==> src/rtl/multicycle_control_fsm_pkg.sv <==
// -----------------------------------------------------------------------------
// riscv_ctrl_pkg
//   Shared constants for the multicycle RV32 controller: opcodes, ULA operation
//   codes, mux-select encodings for the datapath and the controller state enum.
//   No ports (package).
// -----------------------------------------------------------------------------
package riscv_ctrl_pkg;

  // Opcodes (IR[6:0]) the controller understands
  localparam logic [6:0] OP_LOAD   = 7'b0000011;
  localparam logic [6:0] OP_STORE  = 7'b0100011;
  localparam logic [6:0] OP_RTYPE  = 7'b0110011;
  localparam logic [6:0] OP_ITYPE  = 7'b0010011;
  localparam logic [6:0] OP_BRANCH = 7'b1100011;

  // Funct7 values distinguishing R-type add from sub
  localparam logic [6:0] F7_BASE = 7'b0000000;
  localparam logic [6:0] F7_ALT  = 7'b0100000;

  // ULAControl codes
  localparam logic [2:0] ULA_ADD = 3'b000;
  localparam logic [2:0] ULA_SUB = 3'b001;
  localparam logic [2:0] ULA_AND = 3'b010;
  localparam logic [2:0] ULA_OR  = 3'b011;
  localparam logic [2:0] ULA_SLT = 3'b101;
  localparam logic [2:0] ULA_XOR = 3'b111;

  // ImmSrc encodings
  localparam logic [1:0] IMM_I = 2'b00;
  localparam logic [1:0] IMM_S = 2'b01;
  localparam logic [1:0] IMM_B = 2'b10;

  // ResultSrc encodings
  localparam logic [1:0] RES_ALUOUT = 2'b00;
  localparam logic [1:0] RES_DATA   = 2'b01;
  localparam logic [1:0] RES_ULA    = 2'b10;

  // ULASrcA encodings
  localparam logic [1:0] SRCA_PC    = 2'b00;
  localparam logic [1:0] SRCA_OLDPC = 2'b01;
  localparam logic [1:0] SRCA_A     = 2'b10;

  // ULASrcB encodings
  localparam logic [1:0] SRCB_B    = 2'b00;
  localparam logic [1:0] SRCB_IMM  = 2'b01;
  localparam logic [1:0] SRCB_FOUR = 2'b10;

  typedef enum logic [3:0] {
    S_IDLE,
    S_FETCH,
    S_DECODE,
    S_MEMADR,
    S_MEMRD,
    S_MEMWB,
    S_MEMWR,
    S_EXER,
    S_EXEI,
    S_ALUWB,
    S_BEQ,
    S_HALT
  } state_e;

endpackage

==> src/rtl/multicycle_control_fsm_if.sv <==
// -----------------------------------------------------------------------------
// multicycle_control_fsm_if
//   Bundle between the control FSM and the datapath/memory.
//   master : the controller (takes instruction fields/flags, drives controls)
//   slave  : the datapath side (drives instruction fields/flags, takes controls)
//   Signals: OP, Funct3, Funct7, Zero, mem_ready   (datapath -> controller)
//            mem_req, MemWrite, AdrSrc, IRWrite, PCWrite, RegWrite, ResultSrc,
//            ULASrcA, ULASrcB, ULAControl, ImmSrc, illegal, instr_retired
//                                                  (controller -> datapath)
// -----------------------------------------------------------------------------
interface multicycle_control_fsm_if #(
  parameter int CNT_W = 32
);
  logic [6:0]       OP;
  logic [2:0]       Funct3;
  logic [6:0]       Funct7;
  logic             Zero;
  logic             mem_ready;
  logic             mem_req;
  logic             MemWrite;
  logic             AdrSrc;
  logic             IRWrite;
  logic             PCWrite;
  logic             RegWrite;
  logic [1:0]       ResultSrc;
  logic [1:0]       ULASrcA;
  logic [1:0]       ULASrcB;
  logic [2:0]       ULAControl;
  logic [1:0]       ImmSrc;
  logic             illegal;
  logic [CNT_W-1:0] instr_retired;

  modport master (
    input  OP, Funct3, Funct7, Zero, mem_ready,
    output mem_req, MemWrite, AdrSrc, IRWrite, PCWrite, RegWrite, ResultSrc,
           ULASrcA, ULASrcB, ULAControl, ImmSrc, illegal, instr_retired
  );

  modport slave (
    output OP, Funct3, Funct7, Zero, mem_ready,
    input  mem_req, MemWrite, AdrSrc, IRWrite, PCWrite, RegWrite, ResultSrc,
           ULASrcA, ULASrcB, ULAControl, ImmSrc, illegal, instr_retired
  );
endinterface

==> src/rtl/multicycle_control_fsm_ula_decoder.sv <==
// -----------------------------------------------------------------------------
// ula_decoder
//   Combinational instruction classifier: maps {OP, Funct3, Funct7} to the ULA
//   operation used in the execute state and flags whether the instruction is in
//   the supported set.
//   Ports: op_i[6:0], funct3_i[2:0], funct7_i[6:0] -> ula_ctrl_o[2:0], legal_o
// -----------------------------------------------------------------------------
module ula_decoder
  import riscv_ctrl_pkg::*;
(
  input  logic [6:0] op_i,
  input  logic [2:0] funct3_i,
  input  logic [6:0] funct7_i,
  output logic [2:0] ula_ctrl_o,
  output logic       legal_o
);

  always_comb begin
    ula_ctrl_o = ULA_ADD;
    legal_o    = 1'b0;
    case (op_i)
      // lb/lw and sb/sw share the same control; byte select is in the memory
      OP_LOAD, OP_STORE: begin
        legal_o = (funct3_i == 3'b000) || (funct3_i == 3'b010);
      end
      OP_RTYPE: begin
        if (funct7_i == F7_BASE) begin
          legal_o = 1'b1;
          case (funct3_i)
            3'b000:  ula_ctrl_o = ULA_ADD;
            3'b111:  ula_ctrl_o = ULA_AND;
            3'b110:  ula_ctrl_o = ULA_OR;
            3'b100:  ula_ctrl_o = ULA_XOR;
            3'b010:  ula_ctrl_o = ULA_SLT;
            default: legal_o    = 1'b0;
          endcase
        end else if ((funct7_i == F7_ALT) && (funct3_i == 3'b000)) begin
          legal_o    = 1'b1;
          ula_ctrl_o = ULA_SUB;
        end
      end
      OP_ITYPE: begin
        legal_o = 1'b1;
        case (funct3_i)
          3'b000:  ula_ctrl_o = ULA_ADD;
          3'b110:  ula_ctrl_o = ULA_OR;
          3'b111:  ula_ctrl_o = ULA_AND;
          default: legal_o    = 1'b0;
        endcase
      end
      OP_BRANCH: begin
        legal_o    = (funct3_i == 3'b000);
        ula_ctrl_o = ULA_SUB;
      end
      default: begin
        legal_o = 1'b0;
      end
    endcase
  end

endmodule

==> src/rtl/multicycle_control_fsm.sv <==
// -----------------------------------------------------------------------------
// multicycle_control_fsm
//   Moore sequencing controller for the multicycle RV32 datapath. Steps each
//   instruction through fetch/decode/execute/writeback states and drives the
//   ULA, register file, PC and shared-memory controls. Unsupported
//   instructions park the core in S_HALT with a sticky illegal flag.
//   Parameters: MEM_WAIT_EN (1: memory states wait on mem_ready, 0: one cycle),
//               CNT_W (retired-instruction counter width)
//   Ports: clk, rst_n (async active-low), bus (multicycle_control_fsm_if.master)
// -----------------------------------------------------------------------------
module multicycle_control_fsm
  import riscv_ctrl_pkg::*;
#(
  parameter bit MEM_WAIT_EN = 1'b1,
  parameter int CNT_W       = 32
) (
  input  logic                      clk,
  input  logic                      rst_n,
  multicycle_control_fsm_if.master  bus
);

  localparam logic [CNT_W-1:0] CNT_ONE = {{(CNT_W-1){1'b0}}, 1'b1};

  state_e           state_q, state_d;
  logic             illegal_q;
  logic [CNT_W-1:0] cnt_q;

  logic       ready_eff;
  logic [2:0] dec_ula;
  logic       dec_legal;

  logic       mem_req, mem_write, adr_src, ir_write, reg_write;
  logic       pc_update, branch, retire;
  logic [1:0] result_src, src_a, src_b, imm_src;
  logic [2:0] ula_ctrl;

  // With waiting disabled every memory access completes in its first cycle
  assign ready_eff = MEM_WAIT_EN ? bus.mem_ready : 1'b1;

  ula_decoder u_ula_decoder (
    .op_i       (bus.OP),
    .funct3_i   (bus.Funct3),
    .funct7_i   (bus.Funct7),
    .ula_ctrl_o (dec_ula),
    .legal_o    (dec_legal)
  );

  always_ff @(posedge clk or negedge rst_n) begin
    if (!rst_n) begin
      state_q   <= S_IDLE;
      illegal_q <= 1'b0;
      cnt_q     <= '0;
    end else begin
      state_q <= state_d;
      if (state_d == S_HALT) begin
        illegal_q <= 1'b1;
      end
      if (retire) begin
        cnt_q <= cnt_q + CNT_ONE;
      end
    end
  end

  always_comb begin
    state_d    = state_q;
    mem_req    = 1'b0;
    mem_write  = 1'b0;
    adr_src    = 1'b0;
    ir_write   = 1'b0;
    reg_write  = 1'b0;
    pc_update  = 1'b0;
    branch     = 1'b0;
    retire     = 1'b0;
    result_src = RES_ALUOUT;
    src_a      = SRCA_PC;
    src_b      = SRCB_B;
    ula_ctrl   = ULA_ADD;
    imm_src    = IMM_I;
    case (state_q)
      S_IDLE: begin
        state_d = S_FETCH;
      end
      S_FETCH: begin
        // PC+4 computed in the ULA and written straight back as the IR loads
        mem_req    = 1'b1;
        src_b      = SRCB_FOUR;
        result_src = RES_ULA;
        ir_write   = ready_eff;
        pc_update  = ready_eff;
        if (ready_eff) begin
          state_d = S_DECODE;
        end
      end
      S_DECODE: begin
        // Speculatively compute the branch target into ALUOut
        src_a   = SRCA_OLDPC;
        src_b   = SRCB_IMM;
        imm_src = IMM_B;
        if (!dec_legal) begin
          state_d = S_HALT;
        end else begin
          case (bus.OP)
            OP_LOAD, OP_STORE: state_d = S_MEMADR;
            OP_RTYPE:          state_d = S_EXER;
            OP_ITYPE:          state_d = S_EXEI;
            OP_BRANCH:         state_d = S_BEQ;
            default:           state_d = S_HALT;
          endcase
        end
      end
      S_MEMADR: begin
        src_a   = SRCA_A;
        src_b   = SRCB_IMM;
        imm_src = (bus.OP == OP_STORE) ? IMM_S : IMM_I;
        state_d = (bus.OP == OP_STORE) ? S_MEMWR : S_MEMRD;
      end
      S_MEMRD: begin
        mem_req = 1'b1;
        adr_src = 1'b1;
        if (ready_eff) begin
          state_d = S_MEMWB;
        end
      end
      S_MEMWB: begin
        result_src = RES_DATA;
        reg_write  = 1'b1;
        retire     = 1'b1;
        state_d    = S_FETCH;
      end
      S_MEMWR: begin
        mem_req   = 1'b1;
        mem_write = 1'b1;
        adr_src   = 1'b1;
        if (ready_eff) begin
          retire  = 1'b1;
          state_d = S_FETCH;
        end
      end
      S_EXER: begin
        src_a    = SRCA_A;
        src_b    = SRCB_B;
        ula_ctrl = dec_ula;
        state_d  = S_ALUWB;
      end
      S_EXEI: begin
        src_a    = SRCA_A;
        src_b    = SRCB_IMM;
        imm_src  = IMM_I;
        ula_ctrl = dec_ula;
        state_d  = S_ALUWB;
      end
      S_ALUWB: begin
        reg_write = 1'b1;
        retire    = 1'b1;
        state_d   = S_FETCH;
      end
      S_BEQ: begin
        src_a    = SRCA_A;
        src_b    = SRCB_B;
        ula_ctrl = ULA_SUB;
        branch   = 1'b1;
        retire   = 1'b1;
        state_d  = S_FETCH;
      end
      S_HALT: begin
        state_d = S_HALT;
      end
      default: begin
        state_d = S_IDLE;
      end
    endcase
  end

  assign bus.mem_req       = mem_req;
  assign bus.MemWrite      = mem_write;
  assign bus.AdrSrc        = adr_src;
  assign bus.IRWrite       = ir_write;
  assign bus.PCWrite       = pc_update | (branch & bus.Zero);
  assign bus.RegWrite      = reg_write;
  assign bus.ResultSrc     = result_src;
  assign bus.ULASrcA       = src_a;
  assign bus.ULASrcB       = src_b;
  assign bus.ULAControl    = ula_ctrl;
  assign bus.ImmSrc        = imm_src;
  assign bus.illegal       = illegal_q;
  assign bus.instr_retired = cnt_q;

endmodule

==> src/flat_wrapper.sv <==
// flat-port wrapper written by rule: the top's interface ports become plain ports
module multicycle_control_fsm_flat import riscv_ctrl_pkg::*;
#(
  parameter bit MEM_WAIT_EN = 1'b1,
  parameter int CNT_W       = 32
)
  (clk, rst_n, bus_OP, bus_Funct3, bus_Funct7, bus_Zero, bus_mem_ready, bus_mem_req, bus_MemWrite, bus_AdrSrc, bus_IRWrite, bus_PCWrite, bus_RegWrite, bus_ResultSrc, bus_ULASrcA, bus_ULASrcB, bus_ULAControl, bus_ImmSrc, bus_illegal, bus_instr_retired);
  multicycle_control_fsm_if #(.CNT_W(CNT_W)) bus_i ();
  input  logic clk;
  input  logic rst_n;
  input wire logic [$bits(bus_i.OP)-1:0] bus_OP;
  input wire logic [$bits(bus_i.Funct3)-1:0] bus_Funct3;
  input wire logic [$bits(bus_i.Funct7)-1:0] bus_Funct7;
  input wire logic [$bits(bus_i.Zero)-1:0] bus_Zero;
  input wire logic [$bits(bus_i.mem_ready)-1:0] bus_mem_ready;
  output wire logic [$bits(bus_i.mem_req)-1:0] bus_mem_req;
  output wire logic [$bits(bus_i.MemWrite)-1:0] bus_MemWrite;
  output wire logic [$bits(bus_i.AdrSrc)-1:0] bus_AdrSrc;
  output wire logic [$bits(bus_i.IRWrite)-1:0] bus_IRWrite;
  output wire logic [$bits(bus_i.PCWrite)-1:0] bus_PCWrite;
  output wire logic [$bits(bus_i.RegWrite)-1:0] bus_RegWrite;
  output wire logic [$bits(bus_i.ResultSrc)-1:0] bus_ResultSrc;
  output wire logic [$bits(bus_i.ULASrcA)-1:0] bus_ULASrcA;
  output wire logic [$bits(bus_i.ULASrcB)-1:0] bus_ULASrcB;
  output wire logic [$bits(bus_i.ULAControl)-1:0] bus_ULAControl;
  output wire logic [$bits(bus_i.ImmSrc)-1:0] bus_ImmSrc;
  output wire logic [$bits(bus_i.illegal)-1:0] bus_illegal;
  output wire logic [$bits(bus_i.instr_retired)-1:0] bus_instr_retired;
  assign bus_i.OP = bus_OP;
  assign bus_i.Funct3 = bus_Funct3;
  assign bus_i.Funct7 = bus_Funct7;
  assign bus_i.Zero = bus_Zero;
  assign bus_i.mem_ready = bus_mem_ready;
  assign bus_mem_req = bus_i.mem_req;
  assign bus_MemWrite = bus_i.MemWrite;
  assign bus_AdrSrc = bus_i.AdrSrc;
  assign bus_IRWrite = bus_i.IRWrite;
  assign bus_PCWrite = bus_i.PCWrite;
  assign bus_RegWrite = bus_i.RegWrite;
  assign bus_ResultSrc = bus_i.ResultSrc;
  assign bus_ULASrcA = bus_i.ULASrcA;
  assign bus_ULASrcB = bus_i.ULASrcB;
  assign bus_ULAControl = bus_i.ULAControl;
  assign bus_ImmSrc = bus_i.ImmSrc;
  assign bus_illegal = bus_i.illegal;
  assign bus_instr_retired = bus_i.instr_retired;
  multicycle_control_fsm #(.MEM_WAIT_EN(MEM_WAIT_EN), .CNT_W(CNT_W)) u_core (.clk(clk), .rst_n(rst_n), .bus(bus_i));
endmodule
==> config.mk <==
export PLATFORM = sky130hd
export DESIGN_NAME = multicycle_control_fsm_flat
export DESIGN_NICKNAME = d
export VERILOG_FILES = /design/src/rtl/multicycle_control_fsm_pkg.sv /design/src/rtl/multicycle_control_fsm_if.sv /design/src/rtl/multicycle_control_fsm_ula_decoder.sv /design/src/rtl/multicycle_control_fsm.sv /design/src/flat_wrapper.sv
export SDC_FILE = /design/constraint.sdc
export NUM_CORES = 1
export LEC_CHECK = 0
export ABC_AREA = 1
export BUFFER_PORTS_ARGS = -buffer_cell sky130_fd_sc_hd__buf_2
export CAP_MARGIN = 25
export CORE_AREA = 2 2 63 89
export CTS_CLUSTER_SIZE = 24
export DETAILED_ROUTE_END_ITERATION = 16
export DIE_AREA = 0 0 65 91
export GPL_TIMING_DRIVEN = 0
export PLACE_DENSITY = 0.82
export RECOVER_POWER = 50
export SYNTH_ARGS = -nofsm -noshare
export SYNTH_HDL_FRONTEND = slang
export SYNTH_SLANG_ARGS = --single-unit
export TNS_END_PERCENT = 20
==> constraint.sdc <==
create_clock -name clk -period 5.1 [get_ports clk]
set_clock_uncertainty 0.1 [all_clocks]
set_input_delay 1.02 -clock clk [delete_from_list [all_inputs] [get_ports clk]]
set_output_delay 1.02 -clock clk [all_outputs]
set_load 0.01 [all_outputs]
==> results by group, run 1 <==
Outcome
  – Status: complete, but fails checks
  – Failing checks: capacitance limit, slew limit

CTS
  – Clock tree sinks: 37
  – Clock Latency Late Sink: 290 ps
  – CTS buffer count: 5
  – CTS tree: done
  – H-Tree Depth: 2
  – PostCTS Resize Cnt: 0
  – Post-CTS setup buffers: 0
  – Worst-path clk slew: 70 ps
  – Root Buffer: clkbuf_8
  – Clock Path Buffers: 2
  – Cts hold-fix bufs: 0

Critical path
  – CP endpoint kind: output pin
  – Worst EP required: around 4000 ps
  – R2R Setup Slk: 2610 ps
  – Crit-path max cell delay: 310 ps
  – Reg-to-reg startpoint: u_core.state_q[3]
  – Top cell family by delay on the critical path: simple AND/OR/NAND/NOR gates
  – Crit path max fanout: 3
  – CP startpoint: bus_Funct7[5]
  – Worst Reg2Reg Path Length in Cells: 9
  – Reg2reg end: u_core.bus.instr_retired[29]
  – Worst path cell trace: buf_2, nor3_1, nand2_1, nor2_1, inv_1, nor4_1, buf_2
  – Crit Path Class: input pin to output pin
  – Buffers plus inverters on the worst setup path: 3
  – Critical Path Most Common Cell: buf_2
  – WP data arrival: a little over 2000 ps
  – Setup crit start kind: input pin
  – Worst path slowest cell: nor3_1

Synthesis
  – Synth area leaders: dfrtp_1 34%, nand2_1 20%, nor2_1 7.7%
  – Synth unique cells: 31
  – Synthesized netlist cell count: 424
  – #FFs+latches synth: 37
  – Net count after synthesis: 446
  – Syn_area_per_cell: 6.45 um2
  – Synthesized area: around 2700 um2
  – Yosys Warn Count: 0
  – Post-synth top area share: 0.338
  – Register area share after synthesis: 0.338
  – Cell taking the most area after synthesis: dfrtp_1

Die
  – Initial Utilization: 0.539
  – Die height: 91 um
  – Die width: roughly 65 um
  – Cell Rows: 31
  – Core box area: between 5000 and 6000 um2
  – Ports: 71
  – DIE AREA: 5920 um2

Placement
  – # port buffers: 70
  – Post-detail-place hpwl: 5670 um
  – Global placement routability congestion: 0.923

GRT
  – Initial antenna violation count: 0
  – Largest net degree at the start of global routing: 38
  – Total GRT Usage: 0.247
  – Gr ovfl total: 0
  – Vias in the first global route: between 2,000 and 3,000
  – First-pass GRT wire length: 11,500 um

Timing
  – Final TNS setup: 0 ps
  – Fin. Hold Viols: 0
  – RSZ-0062 raised after global routing: false
  – Final Cycle Share: 0.625
  – F_max: about 310 MHz
  – WHS: 366 ps
  – Actual slew at the worst max-slew pin: 1960 ps
  – Slew HR: -0.309
  – Final min period: roughly 3200 ps
  – Setup-failing EPs final: 0
  – Slew Limit Fails: 38

Min path
  – Hold Path Cell Cnt: 2
  – Hold_sp: u_core.bus.illegal
  – HP Class: register to register
  – WHS Endpoint: u_core.bus.illegal

Drt
  – Vias/cell: 5.17
  – Final WL: roughly 7000 um
  – WL/cell: between 10 and 15 um
  – Antenna-violating nets left: 0
  – Drt first pass iters: 4
  – Iter 0 DRT Violations: between 100 and 150
  – Vias: 2,929
  – DRC: 0

Cells and area
  – Sequential Area: 926 um2
  – Layout Nets: 523
  – Fill cells: approximately 510
  – Share of cells above drive strength 1: 0.192
  – Area of the multi-input gates: between 1500 and 2000 um2
  – Layout area overhead: 17.3%
  – Final antenna diode count: 0

Power
  – Worst vdd ir: approximately 0.31 mV
  – LEAKAGE: 1.69 nW
  – Final Power: 1.18 mW
  – Power Dens Cells: 368 nW/um2

Job
  – Number of max-cap violations: 1
==> sequential cells by signal, summed over array words and instances (netlist names) <==
register,count
u_core.bus.illegal,1
u_core.bus.instr_retired,32
u_core.state_q,4
==> how the worst max path moves through the flow <==
stage | end | cells past startpoint | slack, ps
floorplan | bus_ULAControl[2] | 5 | 2100
global placement | bus_ULAControl[2] | 7 | 1940
detailed placement | bus_ULAControl[2] | 9 | 1930
CTS | bus_ULAControl[2] | 9 | 1910
global route | bus_ULAControl[2] | 9 | 1770
finish | bus_ULAControl[2] | 7 | 1910
==> cells in the mapped netlist <==
library cell / count
nand4_2: 1
clkbuf_1: 1
buf_6: 3
nor3_2: 2
xor2_1: 16
nor2_2: 5
nand2_1: 146
nor2_4: 2
nor2_1: 56
nor3_1: 14
nand4_1: 6
ha_1: 1
buf_4: 1
nand3_1: 31
nand2_4: 2
inv_2: 6
nor4_1: 1
nand3_2: 2
nand2_2: 3
o2111ai_1: 1
o21ai_2: 2
a21oi_1: 2
a21boi_0: 1
dfrtp_1: 37
inv_1: 53
o21ai_1: 11
nand3b_1: 2
xnor2_1: 5
o31ai_1: 1
and2_1: 1
o21ai_0: 9
==> kinds of logic after synthesis <==
logic type	synth area share
flops	0.338
simple gates	0.437
buf+inv	0.0974
compound gates	0.0553
xor+xnor	0.0672
fa+ha+maj	0.00457
==> layer usage <==
metal / vias to the layer above / wire length [um] / global-route usage
li1: 1475 / - / -
met2: 103 / 3700 / 0.458
met1: 1331 / 2700 / 0.268
met5: - / 0 / 0
met4: 0 / 260 / 0.124
met3: 20 / 351 / 0.0260
==> power by group <==
group / internal (mW) / leakage, nW / switching (mW)
Combinational: 0.180 / 1.16 / 0.387
Sequential: 0.345 / 0.487 / 0.0615
Clock: 0.107 / 0.0443 / 0.101
Total: 0.632 / 1.69 / 0.549
==> cells in the final DEF (no fill, tap or decap), drive strengths merged, types with 7 or more instances in the layout <==
master,synthesis,final
nand3,33,33
clkbuf,1,12
nand4,7,7
nor2,63,63
o21ai,22,22
xor2,16,16
buf,4,70
nand2,151,151
dfrtp,37,37
inv,59,59
nor3,16,16
==> metrics by stage <==
step / std cells / cell area, um2 / utilization / setup WS [ps]
after floorplan: 424 / 2740 / - / 2100
after global placement: 560 / 3170 / 0.624 / 1940
after detailed placement: 560 / 3170 / 0.624 / 1930
after CTS: 567 / 3260 / 0.641 / 1910
after global routing: 567 / 3210 / 0.632 / 1770
final: 567 / 3210 / 0.632 / 1910
==> worst reg2reg max path, stage by stage, from the launching register on <==
cell      delay (ps)
dfrtp_1          400
inv_1             80
nand2_1          150
nor2_1           230
nand2_2           60
nand3_1          140
clkbuf_1         570
clkbuf_1         470
nand2_1          110
o21ai_0           90
==> area by class of cell <==
type                       instances  area share
tap                               66      0.0257
buffer                             5     0.00701
inverter                          59      0.0690
timing repair buffer              70       0.109
multi-input combinational        323       0.474
sequential                        37       0.288
clock buffer                       7      0.0269
(Power assumes the default switching activity.)
==> run 2, diff against run 1 <==
--- a/config.mk
+++ b/config.mk
@@ -5,15 +5,15 @@
 export SDC_FILE = /design/constraint.sdc
 export NUM_CORES = 1
 export LEC_CHECK = 0
-export ABC_AREA = 1
+export ABC_AREA = 0
 export BUFFER_PORTS_ARGS = -buffer_cell sky130_fd_sc_hd__buf_2
 export CAP_MARGIN = 25
-export CORE_AREA = 2 2 63 89
+export CORE_AREA = 2 2 62 87
 export CTS_CLUSTER_SIZE = 24
 export DETAILED_ROUTE_END_ITERATION = 16
-export DIE_AREA = 0 0 65 91
+export DIE_AREA = 0 0 64 89
 export GPL_TIMING_DRIVEN = 0
-export PLACE_DENSITY = 0.82
+export PLACE_DENSITY = 0.76
 export RECOVER_POWER = 50
 export SYNTH_ARGS = -nofsm -noshare
 export SYNTH_HDL_FRONTEND = slang
==> constraint.sdc (replaced) <==
create_clock -name clk -period 2.6 [get_ports clk]
set_clock_uncertainty 0.1 [all_clocks]
set_input_delay 0.52 -clock clk [delete_from_list [all_inputs] [get_ports clk]]
set_output_delay 0.52 -clock clk [all_outputs]
set_load 0.01 [all_outputs]
==> run 2 against run 1 <==
  * The flow still finishes with violations (capacitance limit, slew limit)
  * Routed wire length is 29% lower
  * Register-to-register slack worse by 2200 ps
  * Clock power is 140% higher
  * Design area is 15% lower
  * Core utilization is 6.8 points lower
  * Critical path type unchanged
  * Largest cell class unchanged
==> results by group, run 2 <==
GRT
  – Total GRT Usage: 0.183 (-0.0639)
  – First-pass GRT wire length: 8240 um (-28%)
  – Vias in the first global route: 1,902 (-29%)
  – Initial antenna violation count: 0 (unchanged)
  – Largest net degree at the start of global routing: 38 (unchanged)
  – Gr ovfl total: 0 (unchanged)

Drt
  – WL met3: 345 um (-1.7%)
  – DR WL met2: 2550 um (-31%)
  – WL/cell: 13.5 um (+9.2%)
  – Drt first pass iters: 4 (unchanged)
  – Top layer in use: met4
  – Iter 0 DRT Violations: 117 (unchanged)
  – Final WL: 5000 um (-29%)
  – Vias/cell: 5.46 (+5.7%)
  – DRC: 0 (unchanged)
  – Metal-1 WL: 2000 um (-26%)
  – Vias: 2,020 (-31%)
  – Antenna-violating nets left: 0 (unchanged)

Cells and area
  – Layout area overhead: 23.8%
  – Fill cells: 449 (-12%)
  – Share of cells above drive strength 1: 0.225 (+0.0339)
  – Number of flip-flops under the largest register name: 32 (unchanged)
  – Final antenna diode count: 0 (unchanged)
  – Most frequent cells in the layout: 44 x buf_2, 37 x dfrtp_1, 28 x clkbuf_1
  – Layout Nets: 327 (-37%)
  – Commonest non-fill, non-tap cell in the layout: buf_2

Timing
  – Slew HR: -0.284 (+0.0242)
  – F_max: 391 MHz
  – Final Cycle Share: 0.985
  – Fin. Hold Viols: 0 (unchanged)
  – Setup-failing EPs final: 0 (unchanged)
  – Actual slew at the worst max-slew pin: 1930 ps (-36.3 ps)
  – WHS: 376 ps (+10.4 ps)
  – Slew Limit Fails: 38 (unchanged)
  – Final min period: about 2600 ps
  – Setup ws final: 39.9 ps (-1870 ps)
  – RSZ-0062 raised after global routing: true

Outcome
  – Failing checks: capacitance limit, slew limit
  – Status: complete, but fails checks

Critical path
  – Worst EP required: 1980 ps (-2000 ps)
  – WP data arrival: 1940 ps (-130 ps)
  – CP endpoint kind: output pin
  – Setup crit start kind: input pin
  – Crit path max fanout: 5 (+2)
  – Crit Path Class: input pin to output pin

Synthesis
  – Cell taking the most area after synthesis: dfrtp_1
  – EDFF count, synth: 0 (unchanged)
  – Most common cell in the netlist: dfrtp_1
  – Synthesized area: 2210 um2 (-19%)
  – Synthesized netlist cell count: 230 (-46%)
  – Net count after synthesis: 252 (-43%)
  – Synth unique cells: 52 (+68%)
  – Top FF cell, synth: dfrtp_1
  – #FFs+latches synth: 37 (unchanged)
  – Fraction of registers with async set/reset: 1.00 (unchanged)
  – Synth area leaders: dfrtp_1 42%, xnor2_1 10%, nand3_1 3.4%
  – Post-synth top cells: 37 x dfrtp_1, 26 x xnor2_1, 20 x nor2_1
  – Post-synth top area share: 0.420 (+0.0811)
  – Register area share after synthesis: 0.420 (+0.0811)
  – Yosys Warn Count: 0 (unchanged)
  – Syn_area_per_cell: 9.60 um2 (+49%)

Placement
  – Worst slack at placement: -131 ps (-2060 ps)
  – Global placement routability congestion: 0.829 (-10%)
  – # port buffers: 68 (-2.9%)
  – Post-detail-place hpwl: 3820 um (-33%)

CTS
  – Clock tree sinks: 37 (unchanged)
  – Worst-path clk slew: 70 ps (about the same)
  – Clock Path Buffers: 2 (unchanged)
  – H-Tree Depth: 2 (unchanged)
  – Post-CTS setup buffers: 0 (unchanged)
  – CTS buffer count: 5 (unchanged)
  – CTS tree: done
  – Clock Latency Late Sink: 290 ps (about the same)
  – Root Buffer: clkbuf_8

Die
  – Initial Utilization: 0.456 (-0.0827)
  – Cell Rows: 30 (-3.2%)
  – Die width: 64 um (-1.5%)
  – Core box area: 4840 um2 (-4.7%)
  – Ports: 71 (unchanged)
  – Die height: 89 um (-2.2%)
  – DIE AREA: 5700 um2 (-3.7%)

Power
  – Comb pwr share: 0.371 (-0.109)
  – Net Sw Frac: 0.362 (-0.103)
  – LEAKAGE: 1.22 nW (-28%)
  – Sequential share of power: 0.377 (+0.033)
  – Power Dens Cells: 732 nW/um2 (+99%)
  – Final Power: 2.00 mW (+69%)
  – Pint: 1.28 mW (+100%)
  – Worst vdd ir: 0.494 mV (+60%)
  – Power share of the clock group: 0.251 (+0.075)
  – NetSw: 0.724 mW (+32%)

Min path
  – HP Class: register to register

Job
  – Number of max-cap violations: 1 (unchanged)
## run 2: per-stage QoR
step,area (um2),cells,setup TNS [ps],util
finish,2730,370,0,0.564
global route,2730,370,-116,0.564
CTS,2760,370,0,0.570
detailed placement,2630,362,-131,0.543
global placement,2630,362,-162,0.543
floorplan,2210,230,0,-
## run 2: per-layer routing
metal / GRT usage / up-vias
met5: 0 / -
met1: 0.210 / 960
met3: 0.0390 / 12
met2: 0.334 / 73
li1: - / 975
met4: 0.0672 / 0
## run 2: cell type report
cell class	instances	area, um2	share of cell area
multi-input cells	178	1240	0.453
flip-flops and latches	37	926	0.339
repair buffers	68	310	0.114
clock buffers	7	86.3	0.0316
well taps	64	80.1	0.0293
plain buffers	7	31.3	0.0115
clock inverters	1	30.0	0.0110
inverters	8	30.0	0.0110
## run 2: cells by family (layout without fill, tap and decap cells)
kind of cell / count (synthesis) / after routing / share of synthesized area
and+or+nand+nor: 106 / 106 / 0.276
AOI/OAI and AO/OA: 37 / 37 / 0.138
xor gates and xnor gates: 33 / 33 / 0.131
adders and majority gates: 1 / 1 / 0.00567
buffers and inverters: 15 / 91 / 0.0255
DFF: 37 / 37 / 0.420
muxes: 1 / 1 / 0.00510
## run 2: timing repair
action,in CTS,in global routing
pin swaps,0,1
gates cloned,0,0
resized for setup,3,7
hold buffers,0,0
endpoints found under the setup margin,3,5
## run 2: path summary, 6_finish.rpt
| path | startpoint | end | slack (ps) | depth (start not counted) |
|---|---|---|---|---|
| worst max-delay path | bus_OP[3] | bus_ULAControl[0] | 40 | 7 |
| worst min-delay path | u_core.bus.instr_retired[31] | u_core.bus.instr_retired[31] | 380 | 1 |
| worst max register to register | u_core.state_q[0] | u_core.bus.instr_retired[26] | 410 | 5 |
| worst min register to register | u_core.bus.instr_retired[31] | u_core.bus.instr_retired[31] | 380 | 1 |
| max in group asynchronous | rst_n | u_core.bus.instr_retired[0] | 630 | 1 |
| min in group asynchronous | rst_n | u_core.bus.instr_retired[8] | 660 | 1 |
## run 2: power groups by stage
stage / Sequential [mW] / Clock [mW] / Combinational, mW
3_3_place_gp: 0.758 / 0 / 0.738
5_1_grt: 0.772 / 0.534 / 0.826
4_1_cts: 0.755 / 0.516 / 0.751
3_5_place_dp: 0.763 / 0 / 0.746
6_report: 0.755 / 0.503 / 0.743
2_1_floorplan: 0.771 / 0 / 0.482
## run 2: critical path: stages
cell	delay, ps
buf_2	110
nor4bb_2	390
nand4b_1	300
o22ai_2	220
a31o_2	180
a22o_1	100
buf_2	120
